[src/rtl/vram_rd_arbiter_pkg.sv]
// Shared encodings for the VRAM read arbiter: owner IDs, FSM states, window prefix.
package vram_arb_pkg;

    localparam logic       ID_DISP     = 1'b0;
    localparam logic       ID_AUX      = 1'b1;
    localparam logic [2:0] VRAM_PREFIX = 3'b001;
    localparam int         CNT_W       = 4;

    typedef enum logic {
        IDLE = 1'b0,
        ADDR = 1'b1
    } arb_state_e;

endpackage

[src/rtl/vram_rd_arbiter_if.sv]
// Requester-side and interconnect-side AR/R handshake bundle for the VRAM read arbiter.
interface vram_rd_arbiter_if #(
    parameter int C_ADDR_WIDTH = 29
);
    logic [C_ADDR_WIDTH-1:0] M0_ARADDR;
    logic                    M0_ARVALID;
    logic                    M0_ARREADY;
    logic                    M0_RVALID;
    logic                    M0_RREADY;
    logic [C_ADDR_WIDTH-1:0] M1_ARADDR;
    logic                    M1_ARVALID;
    logic                    M1_ARREADY;
    logic                    M1_RVALID;
    logic                    M1_RREADY;

    logic                    M_AXI_ARID;
    logic [31:0]             M_AXI_ARADDR;
    logic                    M_AXI_ARVALID;
    logic                    M_AXI_ARREADY;
    logic                    M_AXI_RID;
    logic                    M_AXI_RVALID;
    logic                    M_AXI_RLAST;
    logic                    M_AXI_RREADY;

    // Arbiter side
    modport slave (
        input  M0_ARADDR, M0_ARVALID, M0_RREADY,
        input  M1_ARADDR, M1_ARVALID, M1_RREADY,
        input  M_AXI_ARREADY, M_AXI_RID, M_AXI_RVALID, M_AXI_RLAST,
        output M0_ARREADY, M0_RVALID, M1_ARREADY, M1_RVALID,
        output M_AXI_ARID, M_AXI_ARADDR, M_AXI_ARVALID, M_AXI_RREADY
    );

    // Requesters plus interconnect
    modport master (
        output M0_ARADDR, M0_ARVALID, M0_RREADY,
        output M1_ARADDR, M1_ARVALID, M1_RREADY,
        output M_AXI_ARREADY, M_AXI_RID, M_AXI_RVALID, M_AXI_RLAST,
        input  M0_ARREADY, M0_RVALID, M1_ARREADY, M1_RVALID,
        input  M_AXI_ARID, M_AXI_ARADDR, M_AXI_ARVALID, M_AXI_RREADY
    );

endinterface

[src/rtl/vram_rd_arbiter_outstd.sv]
// Saturating outstanding-burst counter for one requester, with full/empty flags.
module vram_arb_outstd
    import vram_arb_pkg::*;
#(
    parameter int C_MAX = 4
) (
    input  logic clk_i,
    input  logic rst_i,
    input  logic inc_i,
    input  logic dec_i,
    output logic full_o,
    output logic empty_o
);
    localparam logic [CNT_W-1:0] MAX = CNT_W'(C_MAX);

    logic [CNT_W-1:0] cnt_q, cnt_d;

    // Simultaneous inc/dec cancel; protocol errors saturate instead of wrapping.
    always_comb begin
        cnt_d = cnt_q;
        if (inc_i && !dec_i && cnt_q != MAX)
            cnt_d = cnt_q + 1'b1;
        else if (dec_i && !inc_i && cnt_q != '0)
            cnt_d = cnt_q - 1'b1;
    end

    always_ff @(posedge clk_i) begin
        if (rst_i) cnt_q <= '0;
        else       cnt_q <= cnt_d;
    end

    assign full_o  = (cnt_q == MAX);
    assign empty_o = (cnt_q == '0);

endmodule

[src/rtl/vram_rd_arbiter.sv]
// Two-requester AXI read arbiter for the VRAM window; M0 has priority.
// Optional M1 anti-starvation: define ARB_STARVE_GUARD_EN.
module vram_rd_arbiter
    import vram_arb_pkg::*;
#(
    parameter int C_ADDR_WIDTH = 29,
    parameter int C_MAX_OUTSTD = 4
`ifdef ARB_STARVE_GUARD_EN
    ,
    parameter int C_STARVE_LIMIT = 8
`endif
) (
    input  logic             ACLK,
    input  logic             ARST,
    vram_rd_arbiter_if.slave bus,
    output logic             ARB_BUSY
);
    arb_state_e state_q;
    logic       grant_q, grant_d, arvalid_q;
    logic       elig0, elig1, force_aux;
    logic       ar_hs, rready, r_last_hs;
    logic [1:0] inc, dec, full, empty;

    assign elig0   = bus.M0_ARVALID && !full[0];
    assign elig1   = bus.M1_ARVALID && !full[1];
    assign grant_d = (elig0 && !force_aux) ? ID_DISP : ID_AUX;

`ifdef ARB_STARVE_GUARD_EN
    localparam int            SW         = $clog2(C_STARVE_LIMIT + 1);
    localparam logic [SW-1:0] STARVE_MAX = SW'(C_STARVE_LIMIT);

    logic [SW-1:0] starve_q;

    assign force_aux = (starve_q >= STARVE_MAX) && elig1;
`else
    assign force_aux = 1'b0;
`endif

    always_ff @(posedge ACLK) begin
        if (ARST) begin
            state_q   <= IDLE;
            grant_q   <= ID_DISP;
            arvalid_q <= 1'b0;
`ifdef ARB_STARVE_GUARD_EN
            starve_q  <= '0;
`endif
        end else begin
            case (state_q)
                IDLE: if (elig0 || elig1) begin
                    state_q   <= ADDR;
                    grant_q   <= grant_d;
                    arvalid_q <= 1'b1;
`ifdef ARB_STARVE_GUARD_EN
                    // Only M0 grants issued while M1 is waiting count toward the limit
                    if (grant_d == ID_AUX)
                        starve_q <= '0;
                    else if (bus.M1_ARVALID && starve_q < STARVE_MAX)
                        starve_q <= starve_q + 1'b1;
`endif
                end
                ADDR: if (bus.M_AXI_ARREADY) begin
                    state_q   <= IDLE;
                    arvalid_q <= 1'b0;
                end
                default: state_q <= IDLE;
            endcase
        end
    end

    assign bus.M_AXI_ARVALID = arvalid_q;
    assign bus.M_AXI_ARID    = grant_q;
    assign bus.M_AXI_ARADDR  = {VRAM_PREFIX, (grant_q == ID_AUX) ? bus.M1_ARADDR : bus.M0_ARADDR};

    assign ar_hs          = (state_q == ADDR) && bus.M_AXI_ARREADY;
    assign bus.M0_ARREADY = ar_hs && (grant_q == ID_DISP);
    assign bus.M1_ARREADY = ar_hs && (grant_q == ID_AUX);

    // R path is purely combinational steering by RID
    assign rready           = bus.M_AXI_RID ? bus.M1_RREADY : bus.M0_RREADY;
    assign bus.M_AXI_RREADY = rready;
    assign bus.M0_RVALID    = bus.M_AXI_RVALID && (bus.M_AXI_RID == ID_DISP);
    assign bus.M1_RVALID    = bus.M_AXI_RVALID && (bus.M_AXI_RID == ID_AUX);
    assign r_last_hs        = bus.M_AXI_RVALID && rready && bus.M_AXI_RLAST;

    for (genvar n = 0; n < 2; n++) begin : g_outstd
        assign inc[n] = ar_hs && (grant_q == 1'(n));
        assign dec[n] = r_last_hs && (bus.M_AXI_RID == 1'(n));

        vram_arb_outstd #(
            .C_MAX (C_MAX_OUTSTD)
        ) u_outstd (
            .clk_i   (ACLK),
            .rst_i   (ARST),
            .inc_i   (inc[n]),
            .dec_i   (dec[n]),
            .full_o  (full[n]),
            .empty_o (empty[n])
        );
    end

    assign ARB_BUSY = ~&empty;

endmodule

[src/flat_wrapper.sv]
// flat-port wrapper written by rule: the top's interface ports become plain ports
module vram_rd_arbiter_flat import vram_arb_pkg::*;
#(
    parameter int C_ADDR_WIDTH = 29,
    parameter int C_MAX_OUTSTD = 4

)
  (ACLK, ARST, ARB_BUSY, bus_M0_ARADDR, bus_M0_ARVALID, bus_M0_RREADY, bus_M1_ARADDR, bus_M1_ARVALID, bus_M1_RREADY, bus_M_AXI_ARREADY, bus_M_AXI_RID, bus_M_AXI_RVALID, bus_M_AXI_RLAST, bus_M0_ARREADY, bus_M0_RVALID, bus_M1_ARREADY, bus_M1_RVALID, bus_M_AXI_ARID, bus_M_AXI_ARADDR, bus_M_AXI_ARVALID, bus_M_AXI_RREADY);
  vram_rd_arbiter_if #(.C_ADDR_WIDTH(C_ADDR_WIDTH)) bus_i ();
  input  logic ACLK;
  input  logic ARST;
  output logic ARB_BUSY;
  input wire logic [$bits(bus_i.M0_ARADDR)-1:0] bus_M0_ARADDR;
  input wire logic [$bits(bus_i.M0_ARVALID)-1:0] bus_M0_ARVALID;
  input wire logic [$bits(bus_i.M0_RREADY)-1:0] bus_M0_RREADY;
  input wire logic [$bits(bus_i.M1_ARADDR)-1:0] bus_M1_ARADDR;
  input wire logic [$bits(bus_i.M1_ARVALID)-1:0] bus_M1_ARVALID;
  input wire logic [$bits(bus_i.M1_RREADY)-1:0] bus_M1_RREADY;
  input wire logic [$bits(bus_i.M_AXI_ARREADY)-1:0] bus_M_AXI_ARREADY;
  input wire logic [$bits(bus_i.M_AXI_RID)-1:0] bus_M_AXI_RID;
  input wire logic [$bits(bus_i.M_AXI_RVALID)-1:0] bus_M_AXI_RVALID;
  input wire logic [$bits(bus_i.M_AXI_RLAST)-1:0] bus_M_AXI_RLAST;
  output wire logic [$bits(bus_i.M0_ARREADY)-1:0] bus_M0_ARREADY;
  output wire logic [$bits(bus_i.M0_RVALID)-1:0] bus_M0_RVALID;
  output wire logic [$bits(bus_i.M1_ARREADY)-1:0] bus_M1_ARREADY;
  output wire logic [$bits(bus_i.M1_RVALID)-1:0] bus_M1_RVALID;
  output wire logic [$bits(bus_i.M_AXI_ARID)-1:0] bus_M_AXI_ARID;
  output wire logic [$bits(bus_i.M_AXI_ARADDR)-1:0] bus_M_AXI_ARADDR;
  output wire logic [$bits(bus_i.M_AXI_ARVALID)-1:0] bus_M_AXI_ARVALID;
  output wire logic [$bits(bus_i.M_AXI_RREADY)-1:0] bus_M_AXI_RREADY;
  assign bus_i.M0_ARADDR = bus_M0_ARADDR;
  assign bus_i.M0_ARVALID = bus_M0_ARVALID;
  assign bus_i.M0_RREADY = bus_M0_RREADY;
  assign bus_i.M1_ARADDR = bus_M1_ARADDR;
  assign bus_i.M1_ARVALID = bus_M1_ARVALID;
  assign bus_i.M1_RREADY = bus_M1_RREADY;
  assign bus_i.M_AXI_ARREADY = bus_M_AXI_ARREADY;
  assign bus_i.M_AXI_RID = bus_M_AXI_RID;
  assign bus_i.M_AXI_RVALID = bus_M_AXI_RVALID;
  assign bus_i.M_AXI_RLAST = bus_M_AXI_RLAST;
  assign bus_M0_ARREADY = bus_i.M0_ARREADY;
  assign bus_M0_RVALID = bus_i.M0_RVALID;
  assign bus_M1_ARREADY = bus_i.M1_ARREADY;
  assign bus_M1_RVALID = bus_i.M1_RVALID;
  assign bus_M_AXI_ARID = bus_i.M_AXI_ARID;
  assign bus_M_AXI_ARADDR = bus_i.M_AXI_ARADDR;
  assign bus_M_AXI_ARVALID = bus_i.M_AXI_ARVALID;
  assign bus_M_AXI_RREADY = bus_i.M_AXI_RREADY;
  vram_rd_arbiter #(.C_ADDR_WIDTH(C_ADDR_WIDTH), .C_MAX_OUTSTD(C_MAX_OUTSTD)) u_core (.ACLK(ACLK), .ARST(ARST), .bus(bus_i), .ARB_BUSY(ARB_BUSY));
endmodule
[config.mk]
export PLATFORM = sky130hd
export DESIGN_NAME = vram_rd_arbiter_flat
export DESIGN_NICKNAME = d
export VERILOG_FILES = /design/src/rtl/vram_rd_arbiter_pkg.sv /design/src/rtl/vram_rd_arbiter_if.sv /design/src/rtl/vram_rd_arbiter_outstd.sv /design/src/rtl/vram_rd_arbiter.sv /design/src/flat_wrapper.sv
export SDC_FILE = /design/constraint.sdc
export NUM_CORES = 1
export LEC_CHECK = 0
export CAP_MARGIN = 25
export CORE_MARGIN = 5
export CORE_UTILIZATION = 30
export CTS_CLUSTER_DIAMETER = 150
export CTS_CLUSTER_SIZE = 14
export DETAILED_ROUTE_END_ITERATION = 6
export HOLD_SLACK_MARGIN = 0.06
export PLACE_DENSITY = 0.78
export SYNTH_ARGS = -nofsm -noshare
export SYNTH_HDL_FRONTEND = slang
export SYNTH_SLANG_ARGS = --single-unit
[constraint.sdc]
create_clock -name ACLK -period 4.5 [get_ports ACLK]
set_clock_uncertainty 0.2 [all_clocks]
set_input_delay 0.9 -clock ACLK [delete_from_list [all_inputs] [get_ports ACLK]]
set_output_delay 0.9 -clock ACLK [all_outputs]
set_load 0.05 [all_outputs]
==> reports/metrics.csv, run 1 <==
metric,value,unit
synth_area_leaders,"mux2_2 28%, dfxtp_1 18%, ha_1 4.2%",
finalSetupViolations,0,
cpPeakStageDelay,0.70,ns
diodes,0,
fillCellCount,353,
clk_pin_slew,0.05,ns
slew_violations,0,
drive_above_1_share,0.184,
tightest_slew,0.572,ns
min-delay-start,u_core.bus.M_AXI_ARVALID,
irDropWorstVdd,0.143,mV
max_slew_margin,0.617,
crit_fanout,6,
crit_path_top_delay_cell,clkdlybuf4s50_1,
yosysUniqueCellTypes,48,
grt_use_total,0.141,
start_util,0.305,
synth_edf_count,0,
crit_family,buffers and inverters,
wl_met1,1.63,mm
grt_max_degree,34,
period_share,0.799,
clock_latency,0.24,ns
grt_pass1_wl,5.95,mm
post-route-util,0.585,
grt_setup_unrepaired,no,
final_nets,303,
async_flop_share,0,
clk_path_buf_depth,2,
clock-sinks,11,
wl_met3,312,microns
synthTopCellsByCount,"30 x mux2_2, 11 x dfxtp_1, 6 x nor2_1",
crit_path_start,bus_M_AXI_RID,
area_delta_synth_final,92.1,%
synthCells,127,
gp_congestion,0.662,
hpwl,3.44,mm
io_pins,108,
synth_seq_cells,11,
crit_top_cell,clkdlybuf4s50_1,
rows,23,
clock-root-buffer,clkbuf_8,
worstSetupPathType,in2out,
antenna_found_initial,0,
cts_tree,yes,
dieWidth,73.3,microns
cts-resized-gates,0,
route.met2.wl,2.13,mm
cts_hold_buf,0,
wire_per_inst,14.8,microns
yosysTopAreaCellShare,0.281,
core,3940,sq um
htree_levels,1,
yosysTopAreaCell,mux2_2,
status,"complete, no violations",
ys_seq_area_frac,0.183,
routed_via_density,4.79,
final_antenna_net_count,0,
ys.warnings.count,0,
fmax,278,MHz
postCtsSetupBuffers,0,
highest_layer,met4,
hold_viol,0,
totalNegativeSetupSlack,0,ns
grt_pass1_vias,1291,
holdWs,0.305,ns
worstReg2RegStart,u_core.bus.M_AXI_ARID,
wirelength,4.12,mm
drtIter0Drc,20,
syn_avg_cell_area,9.46,sq um
first_pass_iters,4,
yosysMostFrequentCell,mux2_2,
cp.depth,3,
final_cell_count_no_fill,278,
io_buffers,104,
crit_chain,clkdlybuf4s50_1 > mux2_2 > clkdlybuf4s50_1,
r2r.worst_path.cells,9,
vias,1333,
worst-path-buf-inv,2,
fp.dieH,73.3,microns
start_kind,primary input,
cp.required,3.40,ns
grt_overflow,0,
synth_area,1200,sq um
min_period,3.60,ns
arrival,2.50,ns
endpoint_kind,primary output,
numPlacedInstances,274,
drv_cap,0,
die-area,5370,sq um
leakagePower,0.000887,uW
numCtsBuffers,3,
hold_class,reg2reg,
yosys_most_used_dff,dfxtp_1,
whs_path_depth,2,
route.detailed.drc,0,
power_density,251,nW/um^2
worst min-delay path: stages, from the launching register on:
cell and delay [ns]:
dfxtp_1 0.33, a2bb2oi_1 0.06, nor2_1 0.08
final cells by class:
type | instances | area (sq um) | area share
Clock buffer | 4 | 45.0 | 0.0195
Tap cell | 50 | 62.6 | 0.0271
Sequential cell | 11 | 220 | 0.0954
Multi-Input combinational cell | 104 | 916 | 0.397
Timing Repair Buffer | 105 | 1050 | 0.454
Inverter | 4 | 15.0 | 0.00651
path summary, 6_finish.rpt:
kind,to,slack [ns]
worst max-delay path,bus_M_AXI_RREADY,0.90
worst min-delay path,u_core.bus.M_AXI_ARVALID,0.30
worst max register to register,u_core.g_outstd[1].u_outstd.cnt_q[3],1.86
worst min register to register,u_core.bus.M_AXI_ARVALID,0.30
layer usage:
| metal | GRT usage | vias to the layer above |
|---|---|---|
| li1 | - | 671 |
| met1 | 0.172 | 605 |
| met2 | 0.244 | 52 |
| met3 | 0.0424 | 5 |
| met4 | 0.0307 | 0 |
| met5 | 0 | - |
state kept, by name (all words and copies together), names as in the netlist:
register and cells:
u_core.g_outstd.u_outstd.cnt_q 8, u_core.state_q 1, u_core.bus.M_AXI_ARVALID 1, u_core.bus.M_AXI_ARID 1
logic make-up after synthesis:
logic type,synth area share
other cells,0.00625
simple gates,0.220
compound gates,0.111
buf+inv,0.0573
fa+ha+maj,0.0750
mux,0.325
flops,0.183
xor+xnor,0.0219
power breakdown:
part	switching, uW	leakage, uW	internal, uW
Sequential	10.6	0.0000900	106
Clock	38.0	0.0000228	62.3
Combinational	200	0.000775	162
per-stage QoR:
stage	cell area, sq um	setup WS (ns)	power [uW]
final	2310	0.904	579
after detailed placement	2260	0.900	480
after CTS	2310	0.898	583
after global routing	2310	0.858	606
after global placement	2260	0.917	478
after floorplan	1200	1.41	345
layout by cell type (no fill, tap or decap), types with 3 or more instances in the layout:
| cell type | netlist | routed |
|---|---|---|
| a21oi_1 | 4 | 4 |
| mux2i_1 | 3 | 3 |
| inv_1 | 3 | 3 |
| and3_1 | 3 | 3 |
| dfxtp_1 | 11 | 11 |
| conb_1 | 2 | 3 |
| xnor2_1 | 3 | 3 |
| nand2_1 | 4 | 4 |
| clkbuf_8 | 0 | 3 |
| ha_1 | 4 | 4 |
| mux2_2 | 30 | 30 |
| nand2b_1 | 3 | 3 |
| nor2b_1 | 3 | 3 |
| nor2_1 | 6 | 6 |
| clkdlybuf4s50_1 | 0 | 104 |
No activity file was read; power rests on OpenSTA's default activity.
==> run 2: changes to the inputs <==
Settings changed: CORE_UTILIZATION 30 to 28, PLACE_DENSITY 0.78 to 0.77.
Clock period 4.5 ns to 3 ns, I/O delays scaled along.
==> reports/metrics.csv, run 2 (synthesis results as in run 1) <==
metric,value,unit
area_delta_synth_final,101,%
layout_commonest_cell,clkdlybuf4s50_1,
die-area,5700,sq um
grt-busiest-layer,met2,
irDropWorstVdd,0.205,mV
power_density,379,nW/um^2
rows,23,
slew_violations,0,
diodes,0,
grt_pass1_vias,1354,
grt_use_met2,0.269,
final_antenna_net_count,0,
cp.required,2.95,ns
io_pins,108,
fmax,357,MHz
drv_cap,0,
final_cell_mix,"69 x clkdlybuf4s50_1, 30 x mux2_2, 28 x buf_4",
endpoint_kind,register,
io_buffers,104,
vias,1398,
clock-root-buffer,clkbuf_8,
min_period,2.80,ns
dieWidth,75.5,microns
core,4090,sq um
period_share,0.933,
finalSetupViolations,0,
grt_pass1_wl,6.56,mm
wirelength,4.61,mm
route.detailed.drc,0,
final_cell_count_no_fill,283,
wire_per_inst,16.3,microns
leakagePower,0.00100,uW
status,"complete, no violations",
holdWs,0.292,ns
first_pass_iters,4,
numCtsBuffers,3,
cts_hold_buf,0,
clock_latency,0.24,ns
start_util,0.294,
grt_use_total,0.148,
routed_via_density,4.94,
tightest_slew,0.569,ns
clk_pin_slew,0.05,ns
drive_above_1_share,0.352,
fp.dieH,75.5,microns
numPlacedInstances,279,
cts-resized-gates,0,
clk_path_buf_depth,2,
start_kind,primary input,
use_met1,0.161,
crit_fanout,4,
grt_max_degree,20,
hpwl,3.99,mm
final_nets,308,
grt_setup_unrepaired,no,
top_register,u_core.g_outstd.u_outstd.cnt_q,
arrival,2.74,ns
power,918,uW
drtIter0Drc,11,
largest_register_ffs,8,
postCtsSetupBuffers,0,
hold_class,reg2reg,
grt_overflow,0,
cts_tree,yes,
use_met3,0.0435,
clock-sinks,11,
max_slew_margin,0.619,
gp_congestion,0.749,
worstSetupPathType,in2reg,
hold_viol,0,
htree_levels,1,
antenna_found_initial,0,
-- run 2: cell count changes in the layout (fill, tap and decap cells not counted), sizes merged --
cell	change
buf	+40
clkdlybuf4s50	-35
-- run 2: report_power, final --
group / leakage (uW) / internal, uW / switching, uW
Sequential: 0.0000900 / 160 / 17.0
Clock: 0.0000228 / 93.6 / 59.6
Combinational: 0.000889 / 276 / 312
Total: 0.00100 / 529 / 388
-- run 2: path summary, 6_finish.rpt --
path | cells after the start | startpoint | to | slack [ns]
max | 9 | bus_M_AXI_ARREADY | u_core.g_outstd[0].u_outstd.cnt_q[3] | 0.20
min | 2 | u_core.bus.M_AXI_ARVALID | u_core.bus.M_AXI_ARVALID | 0.29
max reg2reg | 8 | u_core.g_outstd[0].u_outstd.cnt_q[0] | u_core.g_outstd[0].u_outstd.cnt_q[3] | 0.29
min reg2reg | 2 | u_core.bus.M_AXI_ARVALID | u_core.bus.M_AXI_ARVALID | 0.29
-- run 2: layout make-up --
| cell class | instances | area, sq um |
|---|---|---|
| clock buffer | 4 | 45.0 |
| sequential | 11 | 220 |
| inverter | 4 | 15.0 |
| timing repair buffer | 110 | 1160 |
| tap | 50 | 62.6 |
| fill | 383 | 1670 |
| multi-input combinational | 104 | 916 |
-- run 2: metal layers --
layer	wire length [microns]	vias up
met1	1600	636
met3	679	5
li1	-	679
met2	2270	78
met4	57	0
met5	0	-
-- run 2: per-stage QoR --
| stage | worst slack, ns | utilization | setup TNS [ns] | area (sq um) |
|---|---|---|---|---|
| 2_1_floorplan | 0.0437 | - | 0 | 1200 |
| 3_3_place_gp | 0.120 | 0.581 | 0 | 2370 |
| 3_5_place_dp | -0.0305 | 0.581 | -0.0305 | 2370 |
| 4_1_cts | 0.217 | 0.592 | 0 | 2420 |
| 5_1_grt | 0.126 | 0.592 | 0 | 2420 |
| 6_report | 0.202 | 0.592 | 0 | 2420 |
-- run 2: critical path, cell delays in order --
cell and delay [ns]:
clkdlybuf4s50_1 0.50, and3b_1 0.18, and3_1 0.20, inv_2 0.07, ha_1 0.27, a21o_1 0.21, a2111oi_0 0.48, mux2i_1 0.15
o311ai_1 0.10
==> run 3: changes to the inputs <==
Settings changed: ABC_AREA set to 1, CELL_PAD_IN_SITES_DETAIL_PLACEMENT set to 0, CELL_PAD_IN_SITES_GLOBAL_PLACEMENT set to 2, CORE_MARGIN 5 to unset, CORE_UTILIZATION 28 to 11, PLACE_DENSITY 0.77 to unset, PLACE_DENSITY_LB_ADDON set to 0.1.
==> reports/metrics.csv, run 3 <==
metric,value,unit
status,"complete, no violations",
numCtsBuffers,3,
grt_pass1_wl,7.60,mm
drv_cap,0,
async_flop_share,0,
use_met1,0.113,
synth_seq_cells,11,
clock-sinks,11,
wire_per_inst,10.5,microns
synth_edf_count,0,
grt_use_met2,0.151,
min_period,2.58,ns
grt_use_total,0.0871,
max_slew_margin,0.623,
fillCellCount,1160,
final_antenna_net_count,0,
p_sw,459,uW
p_clk_frac,0.156,
post-route-util,0.228,
start_util,0.113,
core,10300,sq um
start_kind,register,
layout_commonest_cell,nand2_1,
synthTopCellsByCount,"115 x nand2_1, 24 x nor2_1, 18 x inv_1",
first_pass_iters,4,
routed_via_density,3.44,
dieWidth,105,microns
yosys_most_used_dff,dfxtp_1,
cp.required,2.20,ns
antenna_found_initial,0,
whs_path_depth,2,
synthCells,223,
drive_above_1_share,0.160,
gp_congestion,0.663,
slew_violations,0,
grt_max_degree,32,
irDropWorstVdd,0.146,mV
io_pins,108,
finalSetupViolations,0,
htree_levels,1,
fp.dieH,105,microns
ys.warnings.count,0,
clk_pin_slew,0.05,ns
yosysMostFrequentCell,nand2_1,
grt_pass1_vias,1532,
grt_setup_unrepaired,no,
grt-busiest-layer,met2,
r2r.worst_path.cells,10,
intPower,480,uW
yosysTopAreaCell,nand2_1,
endpoint_kind,primary output,
seqPwrFrac,0.191,
final_cell_mix,"115 x nand2_1, 69 x clkdlybuf4s50_1, 35 x buf_4",
switching_share,0.489,
route.detailed.drc,0,
power_frac_comb,0.653,
top_register,u_core.g_outstd.u_outstd.cnt_q,
cts-resized-gates,0,
hold_viol,0,
yosys.area_share.adder,0.0770,
synth_area_leaders,"nand2_1 37%, dfxtp_1 19%, nor2_1 7.7%",
yosysTopAreaCellShare,0.369,
drtIter0Drc,52,
crit_fanout,6,
syn_avg_cell_area,5.25,sq um
power_density,399,nW/um^2
vias,1588,
hpwl,3.98,mm
use_met3,0.00998,
synth_area,1170,sq um
leakagePower,0.00117,uW
totalNegativeSetupSlack,0,ns
tightest_slew,0.564,ns
area_delta_synth_final,101,%
synth.mux.area_fraction,0,
diodes,0,
cts_tree,yes,
hold_class,reg2reg,
clk_path_buf_depth,2,
postCtsSetupBuffers,0,
largest_register_ffs,8,
die-area,11100,sq um
yosysUniqueCellTypes,22,
synth_top_family_by_area,simple AND/OR/NAND/NOR gates,
synth-xor-area-share,0.0150,
synth_compound_area_frac,0.0535,
rows,37,
clock-root-buffer,clkbuf_8,
synth-simple-area-share,0.552,
wirelength,4.86,mm
grt_overflow,0,
fmax,388,MHz
worstSetupPathType,reg2out,
cts_hold_buf,0,
period_share,0.860,
io_buffers,104,
clock_latency,0.23,ns
final_nets,401,
arrival,1.78,ns
ys_seq_area_frac,0.188,
run 3: changes by cell type after synthesis, sizes merged, moves of 3 or more:
| cell | previous run | this run |
|---|---|---|
| nand2 | 4 | 118 |
| mux2 | 32 | 0 |
| nor2 | 7 | 27 |
| inv | 4 | 21 |
| nand3 | 1 | 14 |
| o21ai | 1 | 6 |
| and3 | 4 | 0 |
| buf | 8 | 5 |
| clkbuf | 1 | 4 |
| mux2i | 3 | 0 |
| nand2b | 3 | 0 |
| nor2b | 3 | 0 |
| nor3 | 3 | 0 |
run 3: area by class of cell:
type | count | area (sq um) | area share
Timing Repair Buffer | 107 | 1010 | 0.430
Inverter | 21 | 78.8 | 0.0335
Clock buffer | 4 | 45.0 | 0.0191
Multi-Input combinational cell | 183 | 827 | 0.351
Tap cell | 136 | 170 | 0.0723
Sequential cell | 11 | 220 | 0.0935
run 3: worst max-delay path: stages (launching register included):
cell and delay (ns):
dfxtp_1 0.46, nor2_1 0.12, nand4_1 0.13, clkdlybuf4s50_1 0.83
run 3: metal layers:
layer,vias up,wire length (microns)
li1,875,-
met1,660,2310
met2,51,2290
met3,2,229
met4,0,27
met5,-,0
run 3: stage by stage:
stage	cells	hold WS [ns]	area (sq um)	worst slack [ns]	total power [uW]
6_report	462	0.261	2350	0.419	939
5_1_grt	462	0.314	2350	0.339	1010
4_1_cts	462	0.268	2350	0.396	957
3_5_place_dp	458	0.260	2310	0.229	802
3_3_place_gp	458	0.245	2310	0.271	810
2_1_floorplan	224	0.295	1170	0.530	561
run 3: power by group through the flow:
| stage | logic, uW | clock network (uW) | registers, uW |
|---|---|---|---|
| detailed placement | 619 | 0 | 183 |
| global route | 661 | 165 | 183 |
| finish | 613 | 147 | 179 |
| floorplan | 373 | 0 | 188 |
| global placement | 626 | 0 | 183 |
| CTS | 621 | 156 | 180 |
run 3: path summary, 6_finish.rpt:
kind	slack (ns)	start	endpoint
setup / recovery	0.42	u_core.g_outstd[0].u_outstd.cnt_q[0]	ARB_BUSY
hold reg to reg	0.26	u_core.bus.M_AXI_ARVALID	u_core.bus.M_AXI_ARVALID
hold / removal	0.26	u_core.bus.M_AXI_ARVALID	u_core.bus.M_AXI_ARVALID
setup reg to reg	0.93	u_core.state_q	u_core.g_outstd[0].u_outstd.cnt_q[3]
run 3: kinds of logic (layout without fill, tap and decap cells):
kind of cell / after synthesis / after routing
other: 2 / 3
xor gates and xnor gates: 2 / 2
DFF: 11 / 11
and+or+nand+nor: 160 / 160
adders and majority gates: 6 / 6
buffers and inverters: 30 / 132
AOI/OAI and AO/OA: 12 / 12
